<file path="src/rtl/ssp_rx_deframer.sv">
// ssp_rx_deframer
// Receive-side SSP deframer: samples the serial line (SSPCLKIN, SSPFSSIN,
// SSPRXD) in the PCLK domain, detects frame starts on falling bit-clock edges,
// deserializes MSB-first words and buffers them in a show-ahead FIFO.
// Status: OVERRUN (sticky), FRAME_ERR (one-cycle abort pulse), FRAME_CNT.
//
// Optional build macro: SSP_RX_SYNC_EN
//   defined   - two-flop synchronizer ahead of the input registers
//               (pin-to-word latency 5 PCLK edges)
//   undefined - single input register stage for PCLK-domain sources
//               (pin-to-word latency 3 PCLK edges)

module ssp_rx_deframer #(
    parameter int DATA_WIDTH = 8,
    parameter int FIFO_DEPTH = 4
) (
    input  logic                          PCLK,
    input  logic                          CLEAR,
    input  logic                          SSPCLKIN,
    input  logic                          SSPFSSIN,
    input  logic                          SSPRXD,
    input  logic                          RD_EN,
    input  logic                          CLR_OVR,
    output logic [DATA_WIDTH-1:0]         RD_DATA,
    output logic                          RX_EMPTY,
    output logic                          RX_FULL,
    output logic [$clog2(FIFO_DEPTH):0]   RX_LEVEL,
    output logic                          OVERRUN,
    output logic                          FRAME_ERR,
    output logic [7:0]                    FRAME_CNT,
    output logic                          BUSY
);

    localparam int AW = $clog2(FIFO_DEPTH);
    localparam int CW = $clog2(DATA_WIDTH);

    typedef enum logic [1:0] {
        ST_IDLE,
        ST_SHIFT,
        ST_PUSH
    } state_t;

    state_t state, state_next;

    // Serial line after the optional synchronizer, packed {clk, fss, rxd}
    logic [2:0] line_in;

`ifdef SSP_RX_SYNC_EN
    logic [2:0] sync_1;
    logic [2:0] sync_2;

    // Two-flop synchronizer for line inputs arriving from another clock domain
    // NOTE: sequential state uses non-blocking assignments so every flop
    // samples pre-edge values regardless of statement or process order.
    always_ff @(posedge PCLK or posedge CLEAR) begin
        if (CLEAR) begin
            sync_1 <= '0;
            sync_2 <= '0;
        end else begin
            sync_1 <= {SSPCLKIN, SSPFSSIN, SSPRXD};
            sync_2 <= sync_1;
        end
    end

    assign line_in = sync_2;
`else
    assign line_in = {SSPCLKIN, SSPFSSIN, SSPRXD};
`endif

    logic s_clk;
    logic s_fss;
    logic s_rxd;
    logic s_clk_d;
    logic fall;

    // Input register stage plus delayed bit clock for fall detection
    always_ff @(posedge PCLK or posedge CLEAR) begin
        if (CLEAR) begin
            s_clk   <= 1'b0;
            s_fss   <= 1'b0;
            s_rxd   <= 1'b0;
            s_clk_d <= 1'b0;
        end else begin
            {s_clk, s_fss, s_rxd} <= line_in;
            s_clk_d               <= s_clk;
        end
    end

    // Data and sync are only trusted on a bit-clock falling edge, since the
    // transmitter launches on the rising edge.
    assign fall = s_clk_d & ~s_clk;

    logic [CW-1:0]         bit_cnt;
    logic [DATA_WIDTH-1:0] shreg;

    // FSM state register
    always_ff @(posedge PCLK or posedge CLEAR) begin
        if (CLEAR) begin
            state <= ST_IDLE;
        end else begin
            state <= state_next;
        end
    end

    // FSM next-state logic
    // NOTE: every always_comb output gets a default first so no latch is
    // inferred on paths that do not assign it.
    always_comb begin
        state_next = state;
        case (state)
            ST_IDLE: begin
                if (fall && s_fss) begin
                    state_next = ST_SHIFT;
                end
            end
            ST_SHIFT: begin
                if (fall && !s_fss && bit_cnt == CW'(DATA_WIDTH - 1)) begin
                    state_next = ST_PUSH;
                end
            end
            ST_PUSH: begin
                state_next = ST_IDLE;
            end
            default: begin
                state_next = ST_IDLE;
            end
        endcase
    end

    logic start_frame;
    logic shift_bit;
    logic abort_frame;
    logic push_word;

    // FSM output decode: datapath strobes and BUSY
    always_comb begin
        start_frame = 1'b0;
        shift_bit   = 1'b0;
        abort_frame = 1'b0;
        push_word   = 1'b0;
        BUSY        = 1'b0;
        case (state)
            ST_IDLE: begin
                start_frame = fall & s_fss;
            end
            ST_SHIFT: begin
                BUSY        = 1'b1;
                shift_bit   = fall & ~s_fss;
                abort_frame = fall & s_fss;
            end
            ST_PUSH: begin
                BUSY      = 1'b1;
                push_word = 1'b1;
            end
            default: begin
                BUSY = 1'b0;
            end
        endcase
    end

    // Deserializer: an early FSS restarts the bit count and drops the partial word
    always_ff @(posedge PCLK or posedge CLEAR) begin
        if (CLEAR) begin
            bit_cnt <= '0;
            shreg   <= '0;
        end else if (start_frame || abort_frame) begin
            bit_cnt <= '0;
        end else if (shift_bit) begin
            shreg   <= {shreg[DATA_WIDTH-2:0], s_rxd};
            bit_cnt <= bit_cnt + CW'(1);
        end
    end

    // Abort pulse, registered so it lasts exactly one cycle
    always_ff @(posedge PCLK or posedge CLEAR) begin
        if (CLEAR) begin
            FRAME_ERR <= 1'b0;
        end else begin
            FRAME_ERR <= abort_frame;
        end
    end

    logic [DATA_WIDTH-1:0] mem [FIFO_DEPTH];
    logic [AW:0]           wr_ptr;
    logic [AW:0]           rd_ptr;
    logic                  pop;
    logic                  wr_en;
    logic                  drop;

    // A full FIFO still accepts the word when the host pops in the same cycle.
    assign pop   = RD_EN & ~RX_EMPTY;
    assign wr_en = push_word & (~RX_FULL | pop);
    assign drop  = push_word & RX_FULL & ~pop;

    // FIFO storage; cleared on reset so RD_DATA reads 0 while empty
    // NOTE: the storage array is reset here on purpose; without it RD_DATA
    // would show stale or X data when empty after CLEAR.
    always_ff @(posedge PCLK or posedge CLEAR) begin
        if (CLEAR) begin
            for (int i = 0; i < FIFO_DEPTH; i++) begin
                mem[i] <= '0;
            end
        end else if (wr_en) begin
            mem[wr_ptr[AW-1:0]] <= shreg;
        end
    end

    // FIFO pointers with wrap bit
    always_ff @(posedge PCLK or posedge CLEAR) begin
        if (CLEAR) begin
            wr_ptr <= '0;
            rd_ptr <= '0;
        end else begin
            if (wr_en) begin
                wr_ptr <= wr_ptr + (AW + 1)'(1);
            end
            if (pop) begin
                rd_ptr <= rd_ptr + (AW + 1)'(1);
            end
        end
    end

    // Sticky overrun; a drop in the same cycle as CLR_OVR keeps it set
    always_ff @(posedge PCLK or posedge CLEAR) begin
        if (CLEAR) begin
            OVERRUN <= 1'b0;
        end else if (drop) begin
            OVERRUN <= 1'b1;
        end else if (CLR_OVR) begin
            OVERRUN <= 1'b0;
        end
    end

    // Completed-frame counter, including dropped words, wrapping at 255
    always_ff @(posedge PCLK or posedge CLEAR) begin
        if (CLEAR) begin
            FRAME_CNT <= '0;
        end else if (push_word) begin
            FRAME_CNT <= FRAME_CNT + 8'd1;
        end
    end

    assign RX_EMPTY = (wr_ptr == rd_ptr);
    assign RX_FULL  = (wr_ptr[AW-1:0] == rd_ptr[AW-1:0]) && (wr_ptr[AW] != rd_ptr[AW]);
    assign RX_LEVEL = wr_ptr - rd_ptr;
    assign RD_DATA  = mem[rd_ptr[AW-1:0]];

endmodule

</file>
<file path="config.mk">
export PLATFORM = sky130hd
export DESIGN_NAME = ssp_rx_deframer
export DESIGN_NICKNAME = d
export VERILOG_FILES = /design/src/rtl/ssp_rx_deframer.sv
export SDC_FILE = /design/constraint.sdc
export NUM_CORES = 1
export LEC_CHECK = 0
export BUFFER_PORTS_ARGS = -buffer_cell sky130_fd_sc_hd__buf_2
export CAP_MARGIN = 20
export CORE_AREA = 2 2 105 107
export CTS_CLUSTER_SIZE = 14
export DETAILED_ROUTE_END_ITERATION = 12
export DIE_AREA = 0 0 107 109
export SETUP_SLACK_MARGIN = 0.3
export SYNTH_ARGS = -nofsm -noshare
export SYNTH_HDL_FRONTEND = slang
export SYNTH_SLANG_ARGS = --single-unit
</file>
<file path="constraint.sdc">
create_clock -name PCLK -period 2.81 [get_ports PCLK]
set_clock_uncertainty 0.2 [all_clocks]
set_input_delay 0.4215 -clock PCLK [delete_from_list [all_inputs] [get_ports PCLK]]
set_output_delay 0.4215 -clock PCLK [all_outputs]
set_load 0.02 [all_outputs]
</file>
Word-level counts from Yosys, hierarchy flattened
Index checks and enable logic that the tools add are counted.
{ "word_totals": {"regBits": 65, "inputBits": 7} }
{ "op_classes": {"muxes": 18, "bitwise_logic": 16, "reduce_logical": 13, "eq_ne": 8, "n_addsub": 5, "n_lt_le_gt_ge": 3} }
{ "ops": {"columns": ["op", "count"], "rows": [
  ["$bwmux W32", 1],
  ["$mux W8", 3],
  ["$bmux W8 S2", 1],
  ["$demux W8 S2", 1],
  ["$add A3 B1 Y3 const B", 3],
  ["$add A8 B1 Y8 const B", 1],
  ["$and A1 B1 Y1", 7],
  ["$mux W1", 7],
  ["$ge A3 B3 Y1 const B", 2],
  ["$mux W3", 2],
  ["$not A1 Y1", 6],
  ["$not A2 Y3", 2],
  ["$logic_and A1 B1 Y1", 5],
  ["$mux W2", 2],
  ["$ne A2 B2 Y1 const B", 2],
  ["$pmux W2 S2", 1],
  ["$reduce_and A2 Y1", 2],
  ["$reduce_bool A2 Y1", 2],
  ["$eq A3 B3 Y1", 1],
  ["$eq A3 B3 Y1 const B", 1],
  ["$lt A3 B1 Y1 const B", 1],
  ["$sub A3 B3 Y3", 1],
  ["$eq A2 B1 Y1 const B", 1],
  ["$eq A2 B2 Y1", 1],
  ["7 further kinds", 7]
]} }

Logic depth before layout (Yosys ltp)
{ "logic_depth": {"ltp_word": 7, "mapped_depth": 8} }

Worst setup path after synthesis
OpenSTA, ideal clock, no wires.
{ "synth_timing": {"kind": "register to register", "start": "register rd_ptr[1]", "end": "register mem[0] (netlist name)", "period_less_slack_ns": 2.344, "path_stages_with_launch": 8, "slack_ns": 0.466, "arrival_time_ns": 2.019, "path_buffers": 2, "t_required_ns": 2.485, "path_cell_list": "dfrtp_1 clkbuf_1 inv_1 ha_1 nand2_1 buf_2 o311ai_4 mux2_2"} }
{ "synth_between": {"elab_chain_cells": 5} }
{ "synth_lines": {"columns": ["element", "line_no", "text"], "rows": [
  ["from (decl)", "185", "logic [AW:0] rd_ptr;"],
  ["from (signal assigned)", "218", "rd_ptr <= rd_ptr + (AW + 1)'(1);"],
  ["$eq A3 B3 Y1 or $eq A2 B2 Y1 (tied branches)", "243, 244", null],
  ["$not A1 Y1 or $logic_and A1 B1 Y1 (tied branches)", "191, 244", null],
  ["$and A1 B1 Y1 or $not A1 Y1 (tied branches)", "191, 192", null],
  ["$or A1 B1 Y1 *", "192", "assign wr_en = push_word & (~RX_FULL | pop);"],
  ["$and A1 B1 Y1 *", "192", null],
  ["to (signal, indexed assignment)", "204", "mem[wr_ptr[AW-1:0]] <= shreg;"],
  ["to (decl)", "183", "logic [DATA_WIDTH-1:0] mem [FIFO_DEPTH];"]
]} }
Every way passes the cells marked *; elsewhere a longest branch is shown, timed or not.
A chain may end at the register's enable or synchronous reset.

Worst setup path after layout
{ "layout_timing": {"start": "register wr_ptr[0]", "end": "output RX_LEVEL[2]"} }
{ "layout_between": {"elab_chain_cells": 1} }
{ "layout_lines": {"columns": ["element", "line_no", "text"], "rows": [
  ["from (decl)", "184", "logic [AW:0] wr_ptr;"],
  ["from (signal assigned)", "215", "wr_ptr <= wr_ptr + (AW + 1)'(1);"],
  ["$sub A3 B3 Y3", "245", "assign RX_LEVEL = wr_ptr - rd_ptr;"],
  ["to (decl)", "27", "output logic [$clog2(FIFO_DEPTH):0] RX_LEVEL,"]
]} }
Every way passes these cells.

==> metrics.log <==
INFO  metric num_antenna_cells = 0
INFO  metric io_buffers = 30
INFO  metric dr.first_iter.drc_count = 106
INFO  metric grt.overflow.total = 0
INFO  metric clock_latency_at_the_later_pin_of_the_worst_skew_pair = 0.33 ns
INFO  metric die_w = 107 microns
INFO  metric crit_arrival = 1.76 ns
INFO  metric die_height = 109 microns
INFO  metric grt_first_pass_wirelength = 9.63 mm
INFO  metric layout.filler_cells = 1037
INFO  metric result_of_the_run = completed
INFO  metric drtAntennaViolNets = 0
INFO  metric tritoncts.num_buffers = 9
INFO  metric start_kind = flip-flop
INFO  metric routed_wl = 5.83 mm
INFO  metric first_global_vias = 1800
INFO  metric worst_hold_path_type = in2reg
INFO  metric worstSetupEndpointType = output pin
INFO  metric transition_time_at_the_pin_with_the_least_slew_margin = 0.616 ns
INFO  metric std_cell_rows = 38
INFO  metric cts.reportedPaths.clkPinSlew = 0.07 ns
INFO  metric maximum_level_of_the_cts_h_tree = 3
INFO  metric count_of_state_elements_after_synthesis = 65
INFO  metric synthesized_area_fraction_occupied_by_ao_oa_aoi_and_oai_cells = 4.92%
INFO  metric timing.critical_path.cells = inv_1 -> ha_1 -> fa_1 -> xnor2_1 -> buf_2
INFO  metric antenna_found_initial = 0
INFO  metric syn_inst = 206
INFO  metric detail_route.vias_per_cell = 4.46
INFO  metric synthesis.nets = 227
INFO  metric critical_path.max_stage_delay = 0.39 ns
INFO  metric syn-cell-area = 3080 sq um
INFO  metric timing.final.setup_violations = 0
INFO  metric pin_count_of_the_biggest_net_entering_global_routing = 66
INFO  metric yosysWarnings = 0
INFO  metric yosys.area_share.simple = 4.48%
INFO  metric report.power.total = 0.00260 W
INFO  metric post_synth.cell_area_avg = 14.9 sq um
INFO  metric place.gp.congestion = 0.712
INFO  metric holdWs = 0.166 ns
INFO  metric top_level_ports = 31
INFO  metric track_usage = 10.9%
INFO  metric drv_cap = 0
INFO  metric asyncSetResetFlopFracSynth = 100%
INFO  metric nets = 269
INFO  metric floorplan.die_area = 11700 sq um
INFO  metric post_route_cells_drive_above_1_share = 43.5%
INFO  metric route.detailed.drc = 0
INFO  metric power_density = 708 nW/um^2
INFO  metric hpwl_dp = 3.71 mm
INFO  metric setup.worst_path.class = reg2out
INFO  metric cts_max_path_bufs = 2
INFO  metric fmax = 419 MHz
INFO  metric leakagePower = 1.79 nW
INFO  metric synth_mux_area_share = 24.9%
INFO  metric synthDistinctLibCells = 34
INFO  metric critPathRequiredTime = 2.19 ns
INFO  metric worst_slew_margin_rel = 58.9%
INFO  metric yosys.area_share.xor_xnor = 3.66%
INFO  metric cts_tree = built
INFO  metric vdd_ir_drop_max = 0.308 mV
INFO  metric post-route-period-util = 84.9%
INFO  metric fin_tns_setup = 0 ns
INFO  metric firstDrtPassIters = 4
INFO  metric synth-edff-count = 0
INFO  metric cts_root_buffer = sky130_fd_sc_hd__clkbuf_8
INFO  metric core = 10600 sq um
INFO  metric post-route-min-period = 2.39 ns
INFO  metric unrepaired_setup_endpoints_after_global_routing = false
INFO  metric numClockSinks = 65
INFO  metric main_combinational_cell_family_by_area_after_synthesis = multiplexers
INFO  metric synth-main-ff-cell = sky130_fd_sc_hd__dfrtp_1
INFO  metric synth-seq-area-share = 52.9%
INFO  metric area_growth = 19.4%
INFO  metric detail_route.wl_per_cell = 14.8 microns
INFO  metric via_count = 1752
INFO  metric cp_slowest_cell = sky130_fd_sc_hd__dfrtp_1
INFO  metric maximum_fanout_encountered_on_the_critical_timing_path = 3
INFO  metric final-hold-violation-count = 0
INFO  metric maxSlewViolCount = 0
INFO  metric floorplan.initialDensity = 29.0%
INFO  metric post_synth_adder_cell_area = 5.94%
-- registers in the layout, summed over array words and instances (netlist names) --
signal and cells:
s_rxd 1, rd_ptr 3, s_clk 1, shreg 8, mem 32, bit_cnt 3, FRAME_CNT 8, state 2
wr_ptr 3, OVERRUN 1, s_fss 1, s_clk_d 1, FRAME_ERR 1
-- per-layer routing --
layer	share of wire [%]	track usage, %	wire, microns
met1	48	14.6	2820
met2	47	16.6	2720
met5	0	0	0
met4	0.89	4.17	52
met3	4.1	3.65	237
-- synthesized netlist by cell type (2+ instances only) --
cell                       number  area share (%)
sky130_fd_sc_hd__a22o_1         2            0.57
sky130_fd_sc_hd__xnor2_1        6             1.7
sky130_fd_sc_hd__mux2_4        24              12
sky130_fd_sc_hd__buf_2          4            0.65
sky130_fd_sc_hd__xor2_1         5             1.4
sky130_fd_sc_hd__o311ai_0       2            0.57
sky130_fd_sc_hd__nand2_1       11             1.3
sky130_fd_sc_hd__nand4_1        3            0.61
sky130_fd_sc_hd__ha_1          13             5.3
sky130_fd_sc_hd__nor3b_1        2            0.49
sky130_fd_sc_hd__nor2_1         7            0.85
sky130_fd_sc_hd__inv_1         10             1.2
sky130_fd_sc_hd__mux4_2         8             5.9
sky130_fd_sc_hd__buf_6          3             1.1
sky130_fd_sc_hd__o311a_1        3            0.98
sky130_fd_sc_hd__a21o_1         2            0.49
sky130_fd_sc_hd__mux2_2        20             7.3
sky130_fd_sc_hd__dfrtp_1       65              53
-- timing repair --
action                     in CTS  in global routing
gates resized for setup         0                  3
hold buffers                    4                  0
setup endpoints to repair       0                 33
hold endpoints to repair       68                  0
buffers inserted                0                  1
-- final cells by class --
class                           count  area (sq um)  share of cell area [%]
Sequential cell                    65          1630                    44.3
Clock inverter                      4          75.1                    2.04
Multi-Input combinational cell    122          1360                    36.9
Timing Repair Buffer               40           248                    6.75
Tap cell                          140           175                    4.77
Clock buffer                       12           155                    4.22
Inverter                           10          37.5                    1.02
-- stage by stage --
step           cells  setup slack [ns]  area, sq um  util, %
4_1_cts          392             0.360         3660     34.5
2_1_floorplan    206             0.466         3080        -
3_5_place_dp     372             0.370         3390     32.0
5_1_grt          393             0.323         3670     34.6
3_3_place_gp     372             0.418         3390     32.0
6_report         393             0.425         3670     34.6
-- cells by family (layout without fill, tap and decap cells) --
family / after synthesis / after routing
AO/OA/AOI/OAI: 16 / 16
XOR/XNOR: 12 / 12
adder cells (fa/ha/maj): 14 / 14
buffers and inverters: 19 / 66
flip-flops: 65 / 65
multiplexers: 52 / 52
AND/OR/NAND/NOR: 28 / 28
-- cells in the final DEF, fill, tap and decap left out, types with 2 or more instances in the layout --
master / instances
sky130_fd_sc_hd__xor2_1: 5
sky130_fd_sc_hd__dlygate4sd3_1: 4
sky130_fd_sc_hd__a22o_1: 2
sky130_fd_sc_hd__clkinvlp_4: 2
sky130_fd_sc_hd__bufinv_16: 2
sky130_fd_sc_hd__nand2_1: 10
sky130_fd_sc_hd__mux4_2: 8
sky130_fd_sc_hd__mux2_2: 20
sky130_fd_sc_hd__dfrtp_1: 65
sky130_fd_sc_hd__nand4_1: 3
sky130_fd_sc_hd__buf_2: 30
sky130_fd_sc_hd__clkbuf_8: 11
sky130_fd_sc_hd__inv_1: 9
sky130_fd_sc_hd__mux2_4: 24
sky130_fd_sc_hd__o311ai_0: 2
sky130_fd_sc_hd__nor3b_1: 2
sky130_fd_sc_hd__buf_4: 5
sky130_fd_sc_hd__ha_1: 13
sky130_fd_sc_hd__xnor2_1: 6
sky130_fd_sc_hd__o311a_2: 2
sky130_fd_sc_hd__a21o_1: 2
sky130_fd_sc_hd__nor2_1: 7
-- worst paths after layout --
path	slack (ns)	cells after the start	endpoint	start
max in group asynchronous	1.62	4	state[1]	CLEAR
hold / removal	0.17	3	OVERRUN	CLR_OVR
min in group asynchronous	0.49	4	mem[2]	CLEAR
setup reg to reg	0.57	5	mem[11]	wr_ptr[0]
setup / recovery	0.42	5	RX_LEVEL[2]	wr_ptr[0]
hold reg to reg	0.21	0	s_clk_d	s_clk
-- worst max-delay path, delay by kind of cell (launching register included) --
kind,cells,cell delay [ns]
xor+xnor,1,0.18
fa+ha+maj,2,0.58
buf+inv,2,0.29
flops,1,0.39
-- power breakdown --
group	total [W]	switching, W	internal (W)	leakage [nW]
clock network	0.000901	0.000352	0.000548	0.109
logic	0.000613	0.000359	0.000254	0.796
registers	0.00109	0.0000781	0.00101	0.882
Power figures use the tool's default switching activity.
